`src/rtl/hamming_scrubber_pkg.sv`:
```
// hamming_scrub_pkg: shared types and helpers for the Hamming RAM scrubber.
//   scrub_state_t      : scrub FSM state encoding
//   hamming_nk_legal() : true for the supported (N,K) code pairings (7,4) and (15,11)
package hamming_scrub_pkg;

  typedef enum logic [2:0] {
    IDLE = 3'd0,
    WAIT = 3'd1,
    RD   = 3'd2,
    CHK  = 3'd3,
    WB   = 3'd4
  } scrub_state_t;

  function automatic bit hamming_nk_legal(input int n, input int k);
    return ((n == 15) && (k == 11)) || ((n == 7) && (k == 4));
  endfunction

endpackage

```
`src/rtl/hamming_scrubber_h3_correct_n_k.sv`:
```
// h3_correct_n_k: single-error-correcting Hamming decoder, purely combinational.
// Codeword bit i sits at Hamming position i+1; parity bits occupy the
// power-of-two positions, so the syndrome is the XOR of the positions of all
// set bits and, when non-zero, names the position to flip.
//   code_word : N-bit received word
//   corr_word : N-bit corrected word (equals code_word when syndrome is 0)
//   sec       : 1 when a correction was applied
module h3_correct_n_k #(
  parameter int N = 15,
  parameter int K = 11
) (
  input  logic [N-1:0] code_word,
  output logic [N-1:0] corr_word,
  output logic         sec
);

  localparam int R = N - K;

  logic [R-1:0] syndrome;

  always_comb begin
    syndrome = '0;
    for (int unsigned p = 0; p < N; p++) begin
      if (code_word[p]) syndrome ^= R'(p + 1);
    end
    sec = (syndrome != '0);
    for (int unsigned p = 0; p < N; p++) begin
      corr_word[p] = code_word[p] ^ (syndrome == R'(p + 1));
    end
  end

endmodule

```
`src/rtl/hamming_scrubber.sv`:
```
// hamming_scrubber: background scrub controller for a single-port Hamming RAM.
// Walks every address, reads and corrects each word, and writes back only words
// that had a single-bit error. The user requester always owns the RAM port.
// Optional macro HAMMING_SCRUB_LOG_EN adds last_err_addr_o / last_err_valid_o.
// Ports:
//   clk_i, rst_i (sync, active-high), enable_i (level), clear_i (count clear)
//   usr_req_i/usr_we_i/usr_addr_i/usr_wdata_i : user access request
//   usr_gnt_o, usr_rvalid_o, usr_rdata_o       : user grant / read return
//   mem_en_o/mem_we_o/mem_addr_o/mem_wdata_o   : RAM port, mem_rdata_i 1-cycle latency
//   scrub_addr_o, pass_done_o, sec_count_o     : scrub progress and corrected-error count
module hamming_scrubber
  import hamming_scrub_pkg::*;
#(
  parameter int N              = 15,
  parameter int K              = 11,
  parameter int DEPTH          = 256,
  parameter int SCRUB_INTERVAL = 1024,
  parameter int CNT_W          = 16,
  localparam int AW            = $clog2(DEPTH)
) (
  input  logic             clk_i,
  input  logic             rst_i,
  input  logic             enable_i,
  input  logic             clear_i,
  input  logic             usr_req_i,
  input  logic             usr_we_i,
  input  logic [AW-1:0]    usr_addr_i,
  input  logic [N-1:0]     usr_wdata_i,
  output logic             usr_gnt_o,
  output logic             usr_rvalid_o,
  output logic [N-1:0]     usr_rdata_o,
  output logic             mem_en_o,
  output logic             mem_we_o,
  output logic [AW-1:0]    mem_addr_o,
  output logic [N-1:0]     mem_wdata_o,
  input  logic [N-1:0]     mem_rdata_i,
  output logic [AW-1:0]    scrub_addr_o,
  output logic             pass_done_o,
`ifdef HAMMING_SCRUB_LOG_EN
  output logic [AW-1:0]    last_err_addr_o,
  output logic             last_err_valid_o,
`endif
  output logic [CNT_W-1:0] sec_count_o
);

  localparam int IW = (SCRUB_INTERVAL > 1) ? $clog2(SCRUB_INTERVAL) : 1;

  if (!hamming_nk_legal(N, K)) begin : g_illegal_n_k
    $error("hamming_scrubber: unsupported (N,K) pairing");
  end

  scrub_state_t     state_q;
  logic [IW-1:0]    cnt_q;
  logic [AW-1:0]    scrub_addr_q;
  logic [N-1:0]     corr_q;
  logic             pass_done_q;
  logic             rvalid_q;
  logic [CNT_W-1:0] sec_count_q;

  logic [N-1:0]     corr_word;
  logic             sec;
  logic             collision;
  logic             fsm_rd;
  logic             fsm_wr;
  logic             advance;

  h3_correct_n_k #(.N(N), .K(K)) u_correct (
    .code_word (mem_rdata_i),
    .corr_word (corr_word),
    .sec       (sec)
  );

  assign collision = usr_req_i & usr_we_i & (usr_addr_i == scrub_addr_q);
  assign fsm_rd    = (state_q == RD) & enable_i & ~usr_req_i;
  assign fsm_wr    = (state_q == WB) & ~usr_req_i;
  // A colliding user write in CHK or WB drops the write-back but still moves on.
  assign advance   = ((state_q == CHK) & (~sec | collision)) |
                     ((state_q == WB) & (collision | ~usr_req_i));

  // RAM port: user first, then the FSM. Everything is held off while rst_i is
  // high so a reset landing in WB never lets the write-back through.
  always_comb begin
    mem_en_o    = 1'b0;
    mem_we_o    = 1'b0;
    mem_addr_o  = scrub_addr_q;
    mem_wdata_o = corr_q;
    if (!rst_i) begin
      if (usr_req_i) begin
        mem_en_o    = 1'b1;
        mem_we_o    = usr_we_i;
        mem_addr_o  = usr_addr_i;
        mem_wdata_o = usr_wdata_i;
      end else if (fsm_rd) begin
        mem_en_o = 1'b1;
      end else if (fsm_wr) begin
        mem_en_o = 1'b1;
        mem_we_o = 1'b1;
      end
    end
  end

  always_ff @(posedge clk_i) begin
    if (rst_i) begin
      state_q      <= IDLE;
      cnt_q        <= '0;
      scrub_addr_q <= '0;
      corr_q       <= '0;
      pass_done_q  <= 1'b0;
      rvalid_q     <= 1'b0;
    end else begin
      rvalid_q    <= usr_req_i & ~usr_we_i;
      pass_done_q <= 1'b0;
      if (state_q == CHK) corr_q <= corr_word;
      if (advance) begin
        scrub_addr_q <= scrub_addr_q + 1'b1;
        pass_done_q  <= (scrub_addr_q == AW'(DEPTH - 1));
        cnt_q        <= '0;
        state_q      <= enable_i ? WAIT : IDLE;
      end else begin
        case (state_q)
          IDLE: if (enable_i) begin
            state_q <= WAIT;
            cnt_q   <= '0;
          end
          WAIT: begin
            if (!enable_i)                               state_q <= IDLE;
            else if (cnt_q == IW'(SCRUB_INTERVAL - 1))   state_q <= RD;
            else                                         cnt_q   <= cnt_q + 1'b1;
          end
          RD: begin
            if (!enable_i)       state_q <= IDLE;
            else if (!usr_req_i) state_q <= CHK;
          end
          CHK:     state_q <= WB;
          WB:      state_q <= WB;
          default: state_q <= IDLE;
        endcase
      end
    end
  end

  always_ff @(posedge clk_i) begin
    if (rst_i || clear_i)                sec_count_q <= '0;
    else if (fsm_wr && sec_count_q != '1) sec_count_q <= sec_count_q + 1'b1;
  end

`ifdef HAMMING_SCRUB_LOG_EN
  logic [AW-1:0] last_err_addr_q;
  logic          last_err_valid_q;

  always_ff @(posedge clk_i) begin
    if (rst_i || clear_i) begin
      last_err_addr_q  <= '0;
      last_err_valid_q <= 1'b0;
    end else if (fsm_wr) begin
      last_err_addr_q  <= scrub_addr_q;
      last_err_valid_q <= 1'b1;
    end
  end

  assign last_err_addr_o  = last_err_addr_q;
  assign last_err_valid_o = last_err_valid_q;
`endif

  assign usr_gnt_o    = usr_req_i;
  assign usr_rvalid_o = rvalid_q;
  assign usr_rdata_o  = mem_rdata_i;
  assign scrub_addr_o = scrub_addr_q;
  assign pass_done_o  = pass_done_q;
  assign sec_count_o  = sec_count_q;

endmodule

```
`config.mk`:
```
export PLATFORM = sky130hd
export DESIGN_NAME = hamming_scrubber
export DESIGN_NICKNAME = d
export VERILOG_FILES = /design/src/rtl/hamming_scrubber_pkg.sv /design/src/rtl/hamming_scrubber_h3_correct_n_k.sv /design/src/rtl/hamming_scrubber.sv
export SDC_FILE = /design/constraint.sdc
export NUM_CORES = 1
export LEC_CHECK = 0
export ABC_AREA = 1
export BUFFER_PORTS_ARGS = -buffer_cell sky130_fd_sc_hd__buf_2
export CORE_MARGIN = 2
export CORE_UTILIZATION = 25
export DETAILED_ROUTE_END_ITERATION = 12
export SLEW_MARGIN = 20
export SYNTH_ARGS = -nofsm -noshare
export SYNTH_HDL_FRONTEND = slang
export SYNTH_SLANG_ARGS = --single-unit
```
`constraint.sdc`:
```
create_clock -name clk_i -period 2.12 [get_ports clk_i]
set_input_delay 0.424 -clock clk_i [delete_from_list [all_inputs] [get_ports clk_i]]
set_output_delay 0.424 -clock clk_i [all_outputs]
set_load 0.02 [all_outputs]
```
# == Yosys cells after proc, flatten, opt, wreduce, memory -nomap -nowiden ==
# Cells that the tools add are included.
# word_totals
regBits,54
out_inout_bits,67
# classes
addsub,3
n_eq_ne,29
n_mux,38
n_bitwise,44
n_reduce_logical,10
# op_table
cell,n
$eq A4 B4 Y1 const B,8
$mux W4,8
$mux W10,3
$mux W15,2
$mux W3,10
$pmux W10 S2,1
$add A16 B1 Y16 const B,1
$eq A4 B3 Y1 const B,4
$mux W8,2
$ne A16 B16 Y1 const B,1
$xor A1 B1 Y1,15
$not A2 Y2,6
$not A3 Y3,4
$pmux W3 S4,1
$add A10 B1 Y10 const B,1
$eq A10 B10 Y1 const B,1
$mux W1,9
$add A8 B1 Y8 const B,1
$and A1 B1 Y1,8
$eq A4 B2 Y1 const B,2
$eq A8 B8 Y1,1
$eq A8 B8 Y1 const B,1
$ne A4 B4 Y1 const B,2
$eq A3 B2 Y1 const B,2
18 further kinds,30

# == Longest topological paths before layout ==
# depth
depth_word,33
depth_mapped,17
depth_no_buf,17

# == Modules after synthesis ==
# Synthesis repeated with hierarchy kept, for this count alone.
# unflattened
cells_unflattened,669
area_unflattened_um2,4209.0
# modules_own_cells
mod,instances,cells_per_inst,area_each_um2,seq_area_each_um2
hamming_scrubber,1,449,3150.5,1081.0
h3_correct_n_k,1,220,1058.5,0.0

# == Least setup slack after synthesis ==
# OpenSTA, ideal clock, no wires.
# synth_path
kind,reg-to-reg
start,register scrub_addr_q[3] (netlist: scrub_addr_o[3])
end,register cnt_q[2]
setup_ns,0.129
arrival_ns,1.677
required_time_ns,1.991
setup_slack_ns,0.314
stages_incl_launch_ff,10
path_buffers,2
synth_period_minus_slack_ns,1.806
path_cell_list,dfxtp_1 clkbuf_1 o22ai_1 a21oi_1 nand3_1 nand2_1 nand2_1 nand3_4 buf_6 nor3_2
# synth_between
elab_chain_len,6
word_cells_on_any_way,8
# synth_lines
element,line,rtl
"start, declared",hamming_scrubber.sv:54,logic [AW-1:0] scrub_addr_q;
"start signal, assigned",hamming_scrubber.sv:115,scrub_addr_q <= scrub_addr_q + 1'b1;
$eq A8 B8 Y1 *,hamming_scrubber.sv:73,assign collision = usr_req_i & usr_we_i & (usr_addr_i == scrub_addr_q);
$and A1 B1 Y1 *,hamming_scrubber.sv:73,
$or A1 B1 Y1 (on tied branches),"hamming_scrubber.sv:77, hamming_scrubber.sv:78",
$and A1 B1 Y1 (on tied branches),"hamming_scrubber.sv:77, hamming_scrubber.sv:78",
$or A1 B1 Y1 *,hamming_scrubber.sv:77,assign advance = ((state_q == CHK) & (~sec | collision)) |
$reduce_or A2 Y1 (no line) *,--,
"end signal, assigned",hamming_scrubber.sv:128,else cnt_q <= cnt_q + 1'b1;
"end, declared",hamming_scrubber.sv:53,logic [IW-1:0] cnt_q;
# Every way passes the cells marked *; elsewhere a longest branch is shown, timed or not.
# A chain may end at the register's enable or synchronous reset.

# == Worst setup path after layout ==
# layout_path
start,input usr_req_i
end,output mem_wdata_o[8]
# layout_between
elab_chain_len,2
# layout_lines
element,line,rtl
"start, declared",hamming_scrubber.sv:25,"input logic usr_req_i,"
$mux W15,hamming_scrubber.sv:88,if (usr_req_i) begin
$mux W15,hamming_scrubber.sv:87,if (!rst_i) begin
"end, declared",hamming_scrubber.sv:35,"output logic [N-1:0] mem_wdata_o,"
# No other way between the ends.

==> flow_metrics.py <==
metrics = {
    "route": {
        "firstDrtPassIters": 5,
        "post_drt_wl_per_cell_microns": 12.3,
        "drt-vias-per-instance": 4.61,
        "detail-route-antenna-nets": 0,
        "via_count": 4095,
        "drt-initial-drc-count": 217,
        "drt_wl_total_mm": 10.9,
        "route.detailed.drc": 0,
    },
    "synth": {
        "syn_area_sq_um": 3860,
        "syn-mean-instance-area_sq_um": 6.63,
        "ys_ff_latch": 54,
        "synth_warnings": 0,
        "synth-seq-area-share": 0.280,
        "synthArstFlopShare": 0,
        "synth_nets": 629,
        "synth_commonest_cells": "138 x nand2_1, 67 x inv_1, 54 x dfxtp_1",
        "synth.distinct_cells": 42,
        "synth.most_common_cell": "nand2_1",
        "synth-edff-count": 0,
        "synthCells": 582,
        "synth_top_area_share": 0.280,
        "synthTopCellsByArea": "dfxtp_1 28%, nand2_1 13%, inv_1 6.5%",
        "synth_top_area_cell": "dfxtp_1",
        "synth_flop_cell": "dfxtp_1",
    },
    "finish": {
        "nets": 746,
        "post_layout_nonfiller_instances": 888,
        "drive_gt1_frac": 0.303,
        "multi_input_area_sq_um": 2330,
        "diodes": 0,
        "fin_util": 0.321,
        "syn_to_final_growth_pct": 25.8,
        "fillers": 1667,
        "regArea_sq_um": 1080,
        "finish.instance_area_sq_um": 4860,
    },
    "pwr": {
        "power.total_uw": 2510,
        "clock_power_share": 0.321,
        "pwr-share-seq": 0.412,
        "sw_frac_of_total": 0.319,
        "intPower_uw": 1710,
        "irDropWorstVdd_v": 0.000294,
        "power.leakage_uw": 0.00228,
        "switchingPower_uw": 801,
        "powerDensity_nw_per_um2": 517,
        "combPwrFrac": 0.267,
    },
    "clock_network": {
        "cts_resized": 0,
        "cts_sinks": 54,
        "h-tree-depth": 2,
        "cts.path.max_buffers": 2,
        "post-cts-setup-buffers": 0,
        "clkTransAtPathRegs_ns": 0.07,
        "insertion_delay_ns": 0.29,
        "cts_root_buffer": "clkbuf_16",
        "cts_hold_buf": 0,
        "cts_tree": "built",
        "cts_made_buffers": 5,
    },
    "worst_setup_path": {
        "end_kind": "output pin",
        "cp_slowest_cell": "mux2_2",
        "r2r-end": "sec_count_o[13]",
        "crit_path_max_incr_delay_ns": 0.35,
        "r2r-start": "sec_count_o[0]",
        "critPathBufInv": 3,
        "startpoint": "usr_req_i",
        "cp_max_fo": 29,
        "critical_path_arrival_ns": 1.49,
        "cp-start-kind": "primary input",
        "critPathTopFamily": "buffers and inverters",
        "crit_chain": "buf_2 > nand2_1 > buf_12 > mux2_2 > buf_2",
        "critPathKind": "in -> out",
        "reg2reg_depth": 10,
        "cp.required_ns": 1.70,
        "rrSetupSlack_ns": 0.26,
        "crit_top_cell": "buf_2",
    },
    "placement": {
        "dpl-instance-area_sq_um": 4710,
        "hpwlAfterDp_mm": 8.80,
        "io_buffer_count": 110,
        "place_congestion": 0.913,
        "dp.cells": 880,
    },
    "sta": {
        "slew_viol_final": 0,
        "period_share": 0.902,
        "fmax_ghz": 0.523,
        "slew_headroom": 0.720,
        "period_needed_ns": 1.91,
        "worstMarginPinSlew_ns": 0.416,
        "rsz0062_at_grt": "false",
        "finalSetupViolations": 0,
        "timing.hold.ws_ns": 0.316,
        "final.setup_skew_ns": 0.00729,
        "final-hold-violation-count": 0,
    },
    "min_path": {
        "hold_class": "in -> reg",
        "hold_start": "usr_we_i",
        "whs_path_depth": 2,
        "whs_endpoint": "usr_rvalid_o",
    },
    "floorplanning": {
        "core_sq_um": 15100,
        "dieArea_sq_um": 16400,
        "rows": 45,
        "initial_core_util": 0.255,
        "die_h_microns": 128,
        "ios": 111,
        "die_w_microns": 128,
    },
    "run": {
        "cap_viol_max_count": 0,
    },
    "status": {
        "status": "complete, no violations",
    },
    "global_routing": {
        "gr-total-overflow": 0,
        "grt_pass1_wl_mm": 18.1,
        "grt_max_degree": 30,
        "grtUsageTotal": 0.133,
        "antenna_found_initial": 0,
        "grt_pass1_vias": 3785,
    },
}
[logic make-up (layout without fill, tap and decap cells)]
| family | after synthesis | in the layout | synth area share |
|---|---|---|---|
| and+or+nand+nor | 293 | 293 | 0.362 |
| buffers and inverters | 102 | 220 | 0.117 |
| AOI/OAI and AO/OA | 96 | 96 | 0.142 |
| DFF | 54 | 54 | 0.280 |
| xor gates and xnor gates | 19 | 19 | 0.0451 |
| muxes | 15 | 15 | 0.0438 |
| adders and majority gates | 3 | 3 | 0.00973 |
[worst max-delay path by stage]
stage | endpoint | slack [ns] | depth (start not counted)
3_3_place_gp | corr_q[1] | -0.16 | 12
4_1_cts | mem_wdata_o[8] | 0.19 | 5
6_report | mem_wdata_o[8] | 0.21 | 5
5_1_grt | sec_count_o[13] | 0.03 | 11
3_5_place_dp | corr_q[13] | -0.05 | 14
2_1_floorplan | cnt_q[2] | 0.31 | 9
[metal layers]
layer | vias up | routed length (microns) | global-route usage
li1 | 2123 | - | -
met1 | 1832 | 5150 | 0.177
met2 | 133 | 5050 | 0.228
met3 | 7 | 640 | 0.0213
met4 | 0 | 75 | 0.0246
met5 | - | 0 | 0
[through the flow]
step           worst slack [ns]  setup TNS [ns]
6_report                  0.208               0
5_1_grt                  0.0324               0
4_1_cts                   0.189               0
3_5_place_dp            -0.0519          -0.188
3_3_place_gp             -0.157          -0.413
2_1_floorplan             0.314               0
[sequential cells by signal, indices dropped and copies added (netlist names)]
register / cells
cnt_q: 10
state_q: 3
scrub_addr_o: 8
usr_rvalid_o: 1
sec_count_o: 16
corr_q: 15
pass_done_o: 1
[power by group through the flow]
| stage | clock network [uW] | logic, uW | registers (uW) |
|---|---|---|---|
| detailed placement | 0 | 668 | 1060 |
| CTS | 838 | 671 | 1030 |
| floorplan | 0 | 429 | 1060 |
| global placement | 0 | 671 | 1060 |
| global route | 875 | 736 | 1040 |
| finish | 807 | 671 | 1030 |
[cells in the final DEF, fill, tap and decap left out, types with 3 or more instances in the layout]
master / n
a21oi_1: 23
a21oi_2: 10
a31oi_1: 14
buf_2: 110
buf_4: 28
clkbuf_16: 5
dfxtp_1: 54
ha_1: 3
inv_1: 67
inv_2: 5
mux2_2: 15
nand2_1: 138
nand2_2: 16
nand2_4: 4
nand3_1: 44
nand4_1: 10
nor2_1: 45
nor3_1: 16
nor4_1: 5
o21ai_0: 36
o21ai_1: 8
xor2_1: 16
[area by class of cell]
class	instances	area share
Sequential cell	54	0.223
Multi-Input combinational cell	426	0.479
Clock inverter	2	0.00283
Clock buffer	6	0.0265
Tap cell	188	0.0484
Timing Repair Buffer	140	0.165
Inverter	72	0.0557
(Power assumes the default switching activity.)
